--- src/rtl/corner_collector_if.sv ---
// ============================================================================
// Module : corner_collector_if
// Brief  : Score-stream input, FIFO read port and frame status bundle for
//          corner_collector.
// Rev    : 1.0  initial release
// ============================================================================
`default_nettype none

interface corner_collector_if;
    logic [7:0]  din;
    logic        valid;
    logic [7:0]  thresh;
    logic        rd_ready;
    logic        rd_valid;
    logic [9:0]  rd_x;
    logic [9:0]  rd_y;
    logic [7:0]  rd_score;
    logic [15:0] frame_count;
    logic        frame_done;
    logic        overflow;

    modport slave (
        input  din, valid, thresh, rd_ready,
        output rd_valid, rd_x, rd_y, rd_score, frame_count, frame_done, overflow
    );

    modport master (
        output din, valid, thresh, rd_ready,
        input  rd_valid, rd_x, rd_y, rd_score, frame_count, frame_done, overflow
    );
endinterface

`default_nettype wire

--- src/rtl/corner_collector.sv ---
// ============================================================================
// Module : corner_collector
// Brief  : Thresholds the Check4 score stream, queues passing pixel coordinates
//          in a FWFT FIFO and latches a per-frame detection count.
//          Define CORNER_SCORE_EN to store and present the score per entry.
// Rev    : 1.0  initial release
// ============================================================================
`default_nettype none

module corner_collector #(
    parameter int H_ACTIVE   = 800,
    parameter int V_ACTIVE   = 600,
    parameter int FIFO_DEPTH = 16
) (
    input  logic             clk,
    input  logic             rst_n,
    corner_collector_if.slave bus
);

    localparam int PTR_W = $clog2(FIFO_DEPTH);
    localparam int CNT_W = PTR_W + 1;
`ifdef CORNER_SCORE_EN
    localparam int ENTRY_W = 28;
`else
    localparam int ENTRY_W = 20;
`endif
    localparam logic [9:0]       X_LAST   = 10'(H_ACTIVE - 1);
    localparam logic [9:0]       Y_LAST   = 10'(V_ACTIVE - 1);
    localparam logic [CNT_W-1:0] FULL_OCC = CNT_W'(FIFO_DEPTH);

    logic [9:0]         x_q, x_d, y_q, y_d;
    logic [15:0]        run_cnt_q, run_cnt_d;
    logic [15:0]        frame_count_q, frame_count_d;
    logic               frame_done_q, frame_done_d;
    logic               overflow_q, overflow_d;
    logic [PTR_W-1:0]   wr_ptr_q, wr_ptr_d, rd_ptr_q, rd_ptr_d;
    logic [CNT_W-1:0]   occ_q, occ_d;
    logic [ENTRY_W-1:0] mem_q [FIFO_DEPTH];

    logic               hit, last_beat, empty, full, push, pop, drop;
    logic [15:0]        run_inc;
    logic [ENTRY_W-1:0] wr_entry, head;

    always_comb begin
        hit       = bus.valid && (bus.thresh != 8'd0) && (bus.din >= bus.thresh);
        last_beat = bus.valid && (x_q == X_LAST) && (y_q == Y_LAST);
        empty     = (occ_q == '0);
        full      = (occ_q == FULL_OCC);
        pop       = !empty && bus.rd_ready;
        // A pop in the same cycle frees the slot the push needs.
        push      = hit && (!full || pop);
        drop      = hit && full && !pop;
        run_inc   = (hit && run_cnt_q != 16'hFFFF) ? run_cnt_q + 16'd1 : run_cnt_q;

        x_d = x_q;
        y_d = y_q;
        if (bus.valid) begin
            if (x_q == X_LAST) begin
                x_d = 10'd0;
                y_d = (y_q == Y_LAST) ? 10'd0 : y_q + 10'd1;
            end else begin
                x_d = x_q + 10'd1;
            end
        end

        run_cnt_d     = last_beat ? 16'd0 : run_inc;
        frame_count_d = last_beat ? run_inc : frame_count_q;
        frame_done_d  = last_beat;
        overflow_d    = drop ? 1'b1 : (frame_done_q ? 1'b0 : overflow_q);

        wr_ptr_d = push ? wr_ptr_q + PTR_W'(1) : wr_ptr_q;
        rd_ptr_d = pop  ? rd_ptr_q + PTR_W'(1) : rd_ptr_q;
        case ({push, pop})
            2'b10:   occ_d = occ_q + CNT_W'(1);
            2'b01:   occ_d = occ_q - CNT_W'(1);
            default: occ_d = occ_q;
        endcase

`ifdef CORNER_SCORE_EN
        wr_entry = {x_q, y_q, bus.din};
`else
        wr_entry = {x_q, y_q};
`endif
    end

    always_ff @(posedge clk or negedge rst_n) begin
        if (!rst_n) begin
            x_q           <= '0;
            y_q           <= '0;
            run_cnt_q     <= '0;
            frame_count_q <= '0;
            frame_done_q  <= 1'b0;
            overflow_q    <= 1'b0;
            wr_ptr_q      <= '0;
            rd_ptr_q      <= '0;
            occ_q         <= '0;
        end else begin
            x_q           <= x_d;
            y_q           <= y_d;
            run_cnt_q     <= run_cnt_d;
            frame_count_q <= frame_count_d;
            frame_done_q  <= frame_done_d;
            overflow_q    <= overflow_d;
            wr_ptr_q      <= wr_ptr_d;
            rd_ptr_q      <= rd_ptr_d;
            occ_q         <= occ_d;
        end
    end

    // Storage needs no reset: the occupancy count gates every read.
    always_ff @(posedge clk) begin
        if (push) begin
            mem_q[wr_ptr_q] <= wr_entry;
        end
    end

    assign head             = mem_q[rd_ptr_q];
    assign bus.rd_valid     = !empty;
    assign bus.rd_x         = empty ? 10'd0 : head[ENTRY_W-1 -: 10];
    assign bus.rd_y         = empty ? 10'd0 : head[ENTRY_W-11 -: 10];
`ifdef CORNER_SCORE_EN
    assign bus.rd_score     = empty ? 8'd0 : head[7:0];
`else
    assign bus.rd_score     = 8'h00;
`endif
    assign bus.frame_count  = frame_count_q;
    assign bus.frame_done   = frame_done_q;
    assign bus.overflow     = overflow_q;

endmodule

`default_nettype wire

--- src/flat_wrapper.sv ---
// flat-port wrapper written by rule: the top's interface ports become plain ports
module corner_collector_flat 
#(
    parameter int H_ACTIVE   = 800,
    parameter int V_ACTIVE   = 600,
    parameter int FIFO_DEPTH = 16
)
  (clk, rst_n, bus_din, bus_valid, bus_thresh, bus_rd_ready, bus_rd_valid, bus_rd_x, bus_rd_y, bus_rd_score, bus_frame_count, bus_frame_done, bus_overflow);
  corner_collector_if bus_i ();
  input  logic clk;
  input  logic rst_n;
  input wire logic [$bits(bus_i.din)-1:0] bus_din;
  input wire logic [$bits(bus_i.valid)-1:0] bus_valid;
  input wire logic [$bits(bus_i.thresh)-1:0] bus_thresh;
  input wire logic [$bits(bus_i.rd_ready)-1:0] bus_rd_ready;
  output wire logic [$bits(bus_i.rd_valid)-1:0] bus_rd_valid;
  output wire logic [$bits(bus_i.rd_x)-1:0] bus_rd_x;
  output wire logic [$bits(bus_i.rd_y)-1:0] bus_rd_y;
  output wire logic [$bits(bus_i.rd_score)-1:0] bus_rd_score;
  output wire logic [$bits(bus_i.frame_count)-1:0] bus_frame_count;
  output wire logic [$bits(bus_i.frame_done)-1:0] bus_frame_done;
  output wire logic [$bits(bus_i.overflow)-1:0] bus_overflow;
  assign bus_i.din = bus_din;
  assign bus_i.valid = bus_valid;
  assign bus_i.thresh = bus_thresh;
  assign bus_i.rd_ready = bus_rd_ready;
  assign bus_rd_valid = bus_i.rd_valid;
  assign bus_rd_x = bus_i.rd_x;
  assign bus_rd_y = bus_i.rd_y;
  assign bus_rd_score = bus_i.rd_score;
  assign bus_frame_count = bus_i.frame_count;
  assign bus_frame_done = bus_i.frame_done;
  assign bus_overflow = bus_i.overflow;
  corner_collector #(.H_ACTIVE(H_ACTIVE), .V_ACTIVE(V_ACTIVE), .FIFO_DEPTH(FIFO_DEPTH)) u_core (.clk(clk), .rst_n(rst_n), .bus(bus_i));
endmodule
--- config.mk ---
export PLATFORM = sky130hd
export DESIGN_NAME = corner_collector_flat
export DESIGN_NICKNAME = d
export VERILOG_FILES = /design/src/rtl/corner_collector_if.sv /design/src/rtl/corner_collector.sv /design/src/flat_wrapper.sv
export SDC_FILE = /design/constraint.sdc
export NUM_CORES = 1
export LEC_CHECK = 0
export CAP_MARGIN = 20
export CORE_AREA = 2 2 159 192
export CTS_CLUSTER_DIAMETER = 40
export DETAILED_ROUTE_END_ITERATION = 8
export DIE_AREA = 0 0 161 194
export DONT_BUFFER_PORTS = 1
export PLACE_DENSITY = 0.69
export SYNTH_ARGS = -nofsm -noshare
export SYNTH_HDL_FRONTEND = slang
export SYNTH_SLANG_ARGS = --single-unit
--- constraint.sdc ---
create_clock -name clk -period 9.9 [get_ports clk]
set_input_delay 2.475 -clock clk [delete_from_list [all_inputs] [get_ports clk]]
set_output_delay 2.475 -clock clk [all_outputs]
set_load 0.01 [all_outputs]
# Word-level counts from Yosys, hierarchy flattened
# Memory sizes are Yosys's and may differ from the RTL's.
# Index checks and enable logic that the tools add are counted.
# op_classes
n_addsub	7
magnitude_cmp	1
eq_ne	6
mux	11
reduce_logical	18
# op_table
op	count
two-way mux 10 bit	4
two-way mux 16 bit	2
adder 10 x 1 -> 10 bit (second input constant)	2
equality test 10 bit (second input constant)	2
adder 16 x 1 -> 16 bit (second input constant)	1
!= test 16 bit (second input constant)	1
one-hot mux 5 bit (2 select lines)	1
logical AND 1 bit	9
adder 4 x 1 -> 4 bit (second input constant)	2
>= comparator 8 bit	1
nonzero test 8 bit	1
adder 5 x 1 -> 5 bit (second input constant)	1
equality test 5 bit (second input constant)	1
zero test 5 bit	1
subtractor 5 x 1 -> 5 bit (second input constant)	1
two-way mux 1 bit	4
nonzero test 2 bit	2
zero test 1 bit	3
equality test 2 x 1 -> 1 bit (second input constant)	1
equality test 2 bit (second input constant)	1
AND reduction 2 bit	1
logical OR 1 bit	1
# word_totals
reg_bits	67
ramBits	320
input_bits	20
out_inout_bits	47
n_memories	1
# mem_list
memory	depth	word_bits	read_ports	rd_clocked_by_memory_dff	write_ports	line_no	rtl
u_core.mem_q	16	20	1	0	1	corner_collector.sv:38	logic [ENTRY_W-1:0] mem_q [FIFO_DEPTH];

# Longest topological paths before layout
# depth
ltp_word	7
depth_mapped	14
ltp_nobuf	13

# Worst setup path after synthesis
# No wires, ideal clock.
# synth_timing
path_kind	in2reg
startpoint	input port bus_thresh[6]
endpoint	memory u_core.mem_q[0][0] (enable)
t_arrival_ns	5.590
required_time_ns	9.445
setup_slack_ns	3.855
cell_stages	7
n_path_buf	0
cell_sequence	inv_1 -> ha_1 -> and3_1 -> o2111ai_1 -> nor3b_2 -> o21ai_2 -> nor4b_1
# synth_between
elab_chain_len	6
word_cells_on_any_way	7
classes_between	1 x order compare; 2 x mux; 4 x reduce/logical
# synth_rtl
element	line_no	rtl
start, declared	flat_wrapper.sv:14	input wire logic [$bits(bus_i.thresh)-1:0] bus_thresh;
parallel branches: the longest is 2 deep, another holds >= comparator 8 bit	-	
logical AND 1 bit (*)	corner_collector.sv:45	hit = bus.valid && (bus.thresh != 8'd0) && (bus.din >= bus.thresh);
logical AND 1 bit (*)	corner_collector.sv:51	push = hit && (!full || pop);
two-way mux 1 bit (*)	corner_collector.sv:112	if (push) begin
two-way mux 1 bit (not written as such) (*)	corner_collector.sv:113	mem_q[wr_ptr_q] <= wr_entry;
end, declared	corner_collector.sv:38	
# Every way passes the cells marked *.

# Worst setup path after layout
# layout_timing
startpoint	register u_core.rd_ptr_q[0]
endpoint	output port bus_rd_y[5]
# layout_between
elab_chain_len	2
# layout_rtl
element	line_no	rtl
start, declared	corner_collector.sv:36	logic [PTR_W-1:0] wr_ptr_q, wr_ptr_d, rd_ptr_q, rd_ptr_d;
start signal, assigned	corner_collector.sv:105	rd_ptr_q <= rd_ptr_d;
memory (16 x 20 bit)	-	
two-way mux 10 bit	corner_collector.sv:120	assign bus.rd_y = empty ? 10'd0 : head[ENTRY_W-11 -: 10];
end, declared	flat_wrapper.sv:18	output wire logic [$bits(bus_i.rd_y)-1:0] bus_rd_y;
# Every way passes these cells.

==> qor.yml <==
sta:
  tns_ns: 0
  worstMarginPinSlew_ns: 1.078
  skew_ns: 0.01742
  finalCriticalPeriod_ns: 6.151
  timing.fmax_mhz: 162.6
  finalCritPeriodShare_pct: 62.14
  slew_viol_final: 0
  setup_slack_ns: 3.749
  setup_violations: 0
  rsz0062_at_grt: "false"
  finalHoldViolCount: 0
  relSlewSlack_pct: 28.14
floorplan:
  die_w_um: 161
  pin_count: 67
  dieArea_mm2: 0.03123
  chipHeight_um: 194
  core.rowCount: 69
  core_mm2: 0.02935
  start_util_pct: 54.15
critical_path:
  slowest_stage: "dfrtp_4"
  arrival_ns: 3.68
  max_stage_delay_ns: 1.06
  end_kind: "output port"
  criticalPathCategory: "flop to output port"
  cp.required_ns: 7.43
  path_cells: "buf_4 -> mux4_2 -> mux4_2 -> and2_1"
  crit_fanout: 48
  start_kind: "flop"
  path_common_cell: "mux4_2"
routing:
  avgRoutedWirePerCell_um: 25.49
  drt-pass1-iter-count: 5
  wirelength_mm: 32.83
  drt_iter0_markers: 826
  drc_errors: 0
  vias: 8009
  via_per_inst: 6.218
  drt.antenna.violating_nets: 0
cells_and_area:
  area_growth_pct: 11.20
  nNetsFinal: 908
  drive_above_1_share_pct: 22.27
  instances_no_fill: 1288
  postLayoutCellArea_mm2: 0.01767
  num-fill-cells: 2114
  n_antenna_cell: 0
clock_tree:
  clk_latency_ns: 0.53
  root_buffer: "clkbuf_16"
  post-cts-setup-buffers: 0
  clkSinkCount: 387
  cts_buffers: 40
  clk_path_buf_depth: 3
  holdBufCountCts: 0
  clk_pin_slew_ns: 0.06
  cts_resized: 0
  cts_tree: "built"
  cts.htree.levels: 2
synth:
  yosys_warnings: 0
  syn_avg_cell_area_um2: 18.81
  seq_area_frac_synth_pct: 71.01
  synthFlopType: "edfxtp_1"
  synth_enable_flop_cells: 320
  syn_area_mm2: 0.01589
  syn_inst: 845
  synth_cell_types: 63
  ys_seq_elements: 387
  async_flop_share_pct: 17.31
power_and_ir_drop:
  ir_worst_vdd_uv: 150.6
  power_mw: 4.492
  power.density_mw_per_mm2: 254.1
  leakagePower_nw: 6.172
flow_run:
  maxCapViolations: 0
grt:
  grt_pass1_vias: 8394
  grt_pass1_wl_mm: 50.83
  grt.total_usage_pct: 21.67
  gr-total-overflow: 0
  grt_max_degree: 68
  grt_antenna_before_repair: 0
placed_design:
  placed_area_mm2: 0.01634
  dp_hpwl_mm: 19.24
  dp_cells: 1214
  portBuffers: 0
  place.gp.congestion: 0.7864
  place_ws_ns: 3.993
run_status:
  outcome: "complete, no violations"
worst_hold_path:
  hp-class: "flop to flop"
## cell usage after synthesis, drive strengths merged (4+ instances only)
master / number / area, um2
edfxtp: 320 / 9609
mux4: 100 / 2252
dfrtp: 67 / 1677
nand2: 40 / 152.6
buf: 32 / 200.2
o21ai: 31 / 181.4
and2: 30 / 187.7
nor2: 26 / 97.59
ha: 19 / 237.7
inv: 18 / 67.56
nand3: 18 / 90.09
xor2: 17 / 148.9
xnor2: 15 / 131.4
clkbuf: 13 / 48.80
a21oi: 9 / 45.04
nand4: 9 / 62.56
nor3: 8 / 40.04
nor3b: 7 / 57.55
and3: 5 / 32.53
and4: 5 / 43.79
nor4: 5 / 52.55
nor4b: 5 / 43.79
o211ai: 4 / 30.03
## final cells by class
class                   count  area [um2]  area share (%)
multi-input cells         402        4363           24.68
clock buffers              54        1106           6.258
repair buffers             19       170.2          0.9628
inverters                  18       67.56          0.3823
flip-flops and latches    387       11290           63.90
clock inverters            18       186.4           1.055
well taps                 390       488.0           2.761
## cell families (layout without fill, tap and decap cells)
logic type                 after synthesis  in the layout  share of synthesized area (%)
xor gates and xnor gates                32             32                          1.763
muxes                                  106            106                          14.57
other                                    1              8                        0.02359
DFF                                    387            387                          71.01
AOI/OAI and AO/OA                       64             64                          2.944
adders and majority gates               20             20                          1.622
buffers and inverters                   63            109                          1.992
and+or+nand+nor                        172            172                          6.077
## path summary, 6_finish.rpt
check,start,to,slack [ns],depth (start not counted)
max,u_core.rd_ptr_q[0],bus_rd_y[5],3.75,4
min,u_core.occ_q[4],u_core.occ_q[4],0.50,1
max reg2reg,u_core.occ_q[0],u_core.occ_q[4],6.71,12
min reg2reg,u_core.occ_q[4],u_core.occ_q[4],0.50,1
max in group asynchronous,rst_n,u_core.rd_ptr_q[1],8.12,0
min in group asynchronous,rst_n,u_core.bus.frame_count[11],1.65,0
## cells in the final DEF, fill, tap and decap left out, drive strengths merged, types with 9 or more instances in the layout
| master | instances |
|---|---|
| edfxtp | 320 |
| xor2 | 17 |
| inv | 19 |
| dfrtp | 67 |
| clkinv | 11 |
| ha | 19 |
| mux4 | 100 |
| nand4 | 9 |
| and2 | 30 |
| nor2 | 26 |
| nand3 | 18 |
| o21ai | 31 |
| buf | 19 |
| xnor2 | 15 |
| nand2 | 40 |
| clkbuf | 54 |
| a21oi | 9 |
## per-stage QoR
| step | util (%) | hold WS, ns |
|---|---|---|
| after CTS | 60.07 | 0.4915 |
| after detailed placement | 55.67 | 0.4788 |
| final | 60.21 | 0.5013 |
| after floorplan | - | 0.4549 |
| after global placement | 55.67 | 0.4687 |
| after global routing | 60.21 | 0.5102 |
## critical path: cells and delay by family, from the launching register on
| kind | cells | cell delay [ns] |
|---|---|---|
| buffers and inverters | 1 | 0.72 |
| flip-flops | 1 | 1.06 |
| multiplexers | 2 | 1.11 |
| AND/OR/NAND/NOR | 1 | 0.21 |
## metal layers
| layer | vias to the layer above | share of wire, % | routed length [um] | track usage (%) |
|---|---|---|---|---|
| met4 | 0 | 2.4 | 786 | 5.423 |
| li1 | 3418 | - | - | - |
| met5 | - | 0 | 0 | 0 |
| met3 | 66 | 6.4 | 2087 | 3.508 |
| met2 | 287 | 51 | 16790 | 36.67 |
| met1 | 4238 | 40 | 13160 | 29.86 |
## power breakdown
part	internal (mW)	switching (mW)	total, mW
clock	0.866	0.598	1.46
sequential	1.90	0.207	2.10
combinational	0.493	0.432	0.925
total	3.26	1.24	4.49
## flip-flops by register name, indices dropped and copies added (netlist names)
| signal | flops |
|---|---|
| u_core.mem_q | 320 |
| u_core.bus.frame_count | 16 |
| u_core.run_cnt_q | 16 |
| u_core.x_q | 10 |
| u_core.y_q | 10 |
| u_core.occ_q | 5 |
| u_core.rd_ptr_q | 4 |
| u_core.wr_ptr_q | 4 |
| u_core.bus.frame_done | 1 |
| u_core.bus.overflow | 1 |
Note: power is estimated with default switching activity, not from simulation.
==> patch (same flow settings) <==
Reset style: synchronous (`rst_n`), changed in one clocked block.
--- a/src/rtl/corner_collector.sv
+++ b/src/rtl/corner_collector.sv
@@ -83,7 +83,7 @@
 `endif
     end
 
-    always_ff @(posedge clk or negedge rst_n) begin
+    always_ff @(posedge clk) begin
         if (!rst_n) begin
             x_q           <= '0;
             y_q           <= '0;
Check against the original RTL: differs if rst_n is asserted again (counterexample within 4 cycles, from zero or initial values and one cycle with rst_n low); with rst_n held inactive, the same outputs for 4 cycles.
==> patch against the original RTL <==
Area after synthesis grew 0.11%; worst setup slack better by 32 ps; clock skew down 7.0 ps; via count up 0.60%; register-to-register slack worse by 380 ps; maximum frequency rose by 0.53%; core utilization about the same; sequential power is 12% lower; wire length decreased by 1.5%; combinational power decreased by 42%; sequential cell count increased by 4; highest routed layer unchanged; final area barely moved; total power down 13%; critical endpoint is now bus_rd_x[0].
==> patch: results <==
group,metric,value,unit
synthesis,ys_seq_area_share,69.3,%
clock_network,insertion_delay,540,ps
clock_network,post-cts-setup-buffers,0,
placement,portBuffers,0,
synthesis,synthMuxAreaShare,14.9,%
timing,worst_pin_slew,1000,ps
global_route,grt_first_pass_wirelength,50000,um
setup_path,r2r_slack,6330,ps
synthesis,synth_compound_area_share,2.67,%
cells_and_area,n_antenna_cell,0,
outcome,status,"finished clean",
synthesis,synth_warnings,0,
routing,num_vias,8057,
power_and_ir_drop,p_sw,958,uW
setup_path,cp_max_fo,48,
synthesis,synth.distinct_cells,55,
timing,fin_tns_setup,0,ps
global_route,grt_pass1_vias,8224,
worst_hold_path,min_path_type,"reg2reg",
routing,first_pass_iters,4,
placement,gp_congestion,0.806,
timing,fin_hold_ws,482,ps
cells_and_area,drive_gt1_share,20.8,%
cells_and_area,largest_register_ffs,320,
clock_network,htreeDepth,2,
setup_path,slowest_stage,"dfxtp_4",
power_and_ir_drop,leakagePower,5.64,nW
worst_hold_path,holdPathStages,2,
timing,setup_slack,3780,ps
setup_path,r2r_start,"u_core.x_q[0]",
power_and_ir_drop,ir_drop,0.000133,V
setup_path,arrival,3640,ps
clock_network,cts_buffers,40,
global_route,antenna_found_initial,1,
setup_path,cpPeakStageDelay,1020,ps
global_route,grt_usage,21.4,%
routing,routed_wl,32300,um
timing,fin_skew,10.4,ps
cells_and_area,nNetsFinal,963,
setup_path,reg2regPathDepth,7,
placement,dpl_worst_slack,4090,ps
worst_hold_path,hold_start,"u_core.occ_q[4]",
setup_path,worstReg2RegEnd,"u_core.bus.frame_count[3]",
placement,dp_hpwl,18300,um
placement,place_inst,1271,
cells_and_area,fin_cells,1345,
synthesis,synth_xor_area_share,1.60,%
synthesis,synthAdderAreaFrac,1.62,%
clock_network,clock_path_buffers,3,
global_route,grt_max_degree,65,
placement,detailed_place.area,16300,sq um
synthesis,synth.avg_cell_area,17.5,sq um
synthesis,synth_commonest_cells,"edfxtp_1, mux4_2, dfxtp_1",
clock_network,root_buffer,"clkbuf_16",
worst_hold_path,worstHoldEndpoint,"u_core.occ_q[4]",
routing,initialDrtViolationCount,628,
synthesis,yosys-top-cells-area,"edfxtp_1, mux4_2, dfxtp_1, ha_1, and2_1",
synthesis,ys_async_sr_fraction,0,%
patch: cell type report:
cell class                      count  area [sq um]
Tap cell                          390           488
Sequential cell                   391         11000
Inverter                           15          56.3
Clock inverter                     26           269
Clock buffer                       48          1080
Fill cell                        2126         11700
Timing Repair Buffer               21           165
Multi-Input combinational cell    454          4570
patch: how the worst max path moves through the flow:
stage	start	slack, ps	cells after the start	to
floorplan	bus_thresh[7]	3930	10	u_core.mem_q[3][0]
global placement	bus_din[0]	4090	13	u_core.occ_q[4]
detailed placement	bus_din[0]	4090	13	u_core.occ_q[4]
CTS	flop	3640	4	bus_rd_x[0]
global route	flop	3500	4	bus_rd_x[0]
finish	flop	3780	4	bus_rd_x[0]
patch: cell families after synthesis:
kind of cell,after synthesis
AO/OA/AOI/OAI,60
XOR/XNOR,29
adder cells (fa/ha/maj),20
buffers and inverters,71
flip-flops,391
multiplexers,111
other,1
AND/OR/NAND/NOR,226
patch: worst max-delay path, delay by kind of cell, from the launching register on:
family,cells,cell delay [ps]
and+or+nand+nor,1,220
DFF,1,1020
muxes,2,1140
buffers and inverters,1,720
patch: per-layer routing:
| layer | vias up | wire length, um | track usage [%] |
|---|---|---|---|
| met5 | - | 0 | 0 |
| met4 | 0 | 806 | 6.51 |
| met3 | 56 | 2140 | 4.32 |
| met2 | 273 | 16000 | 35.0 |
| met1 | 4099 | 13400 | 29.4 |
| li1 | 3629 | - | - |
patch: power by group through the flow:
stage          clock [mW]  combinational, mW  sequential (mW)
6_report             1.52              0.535             1.84
3_3_place_gp            0              0.538             1.88
3_5_place_dp            0              0.544             1.88
4_1_cts              1.55              0.553             1.85
5_1_grt              1.62              0.584             1.85
2_1_floorplan           0              0.469             1.84
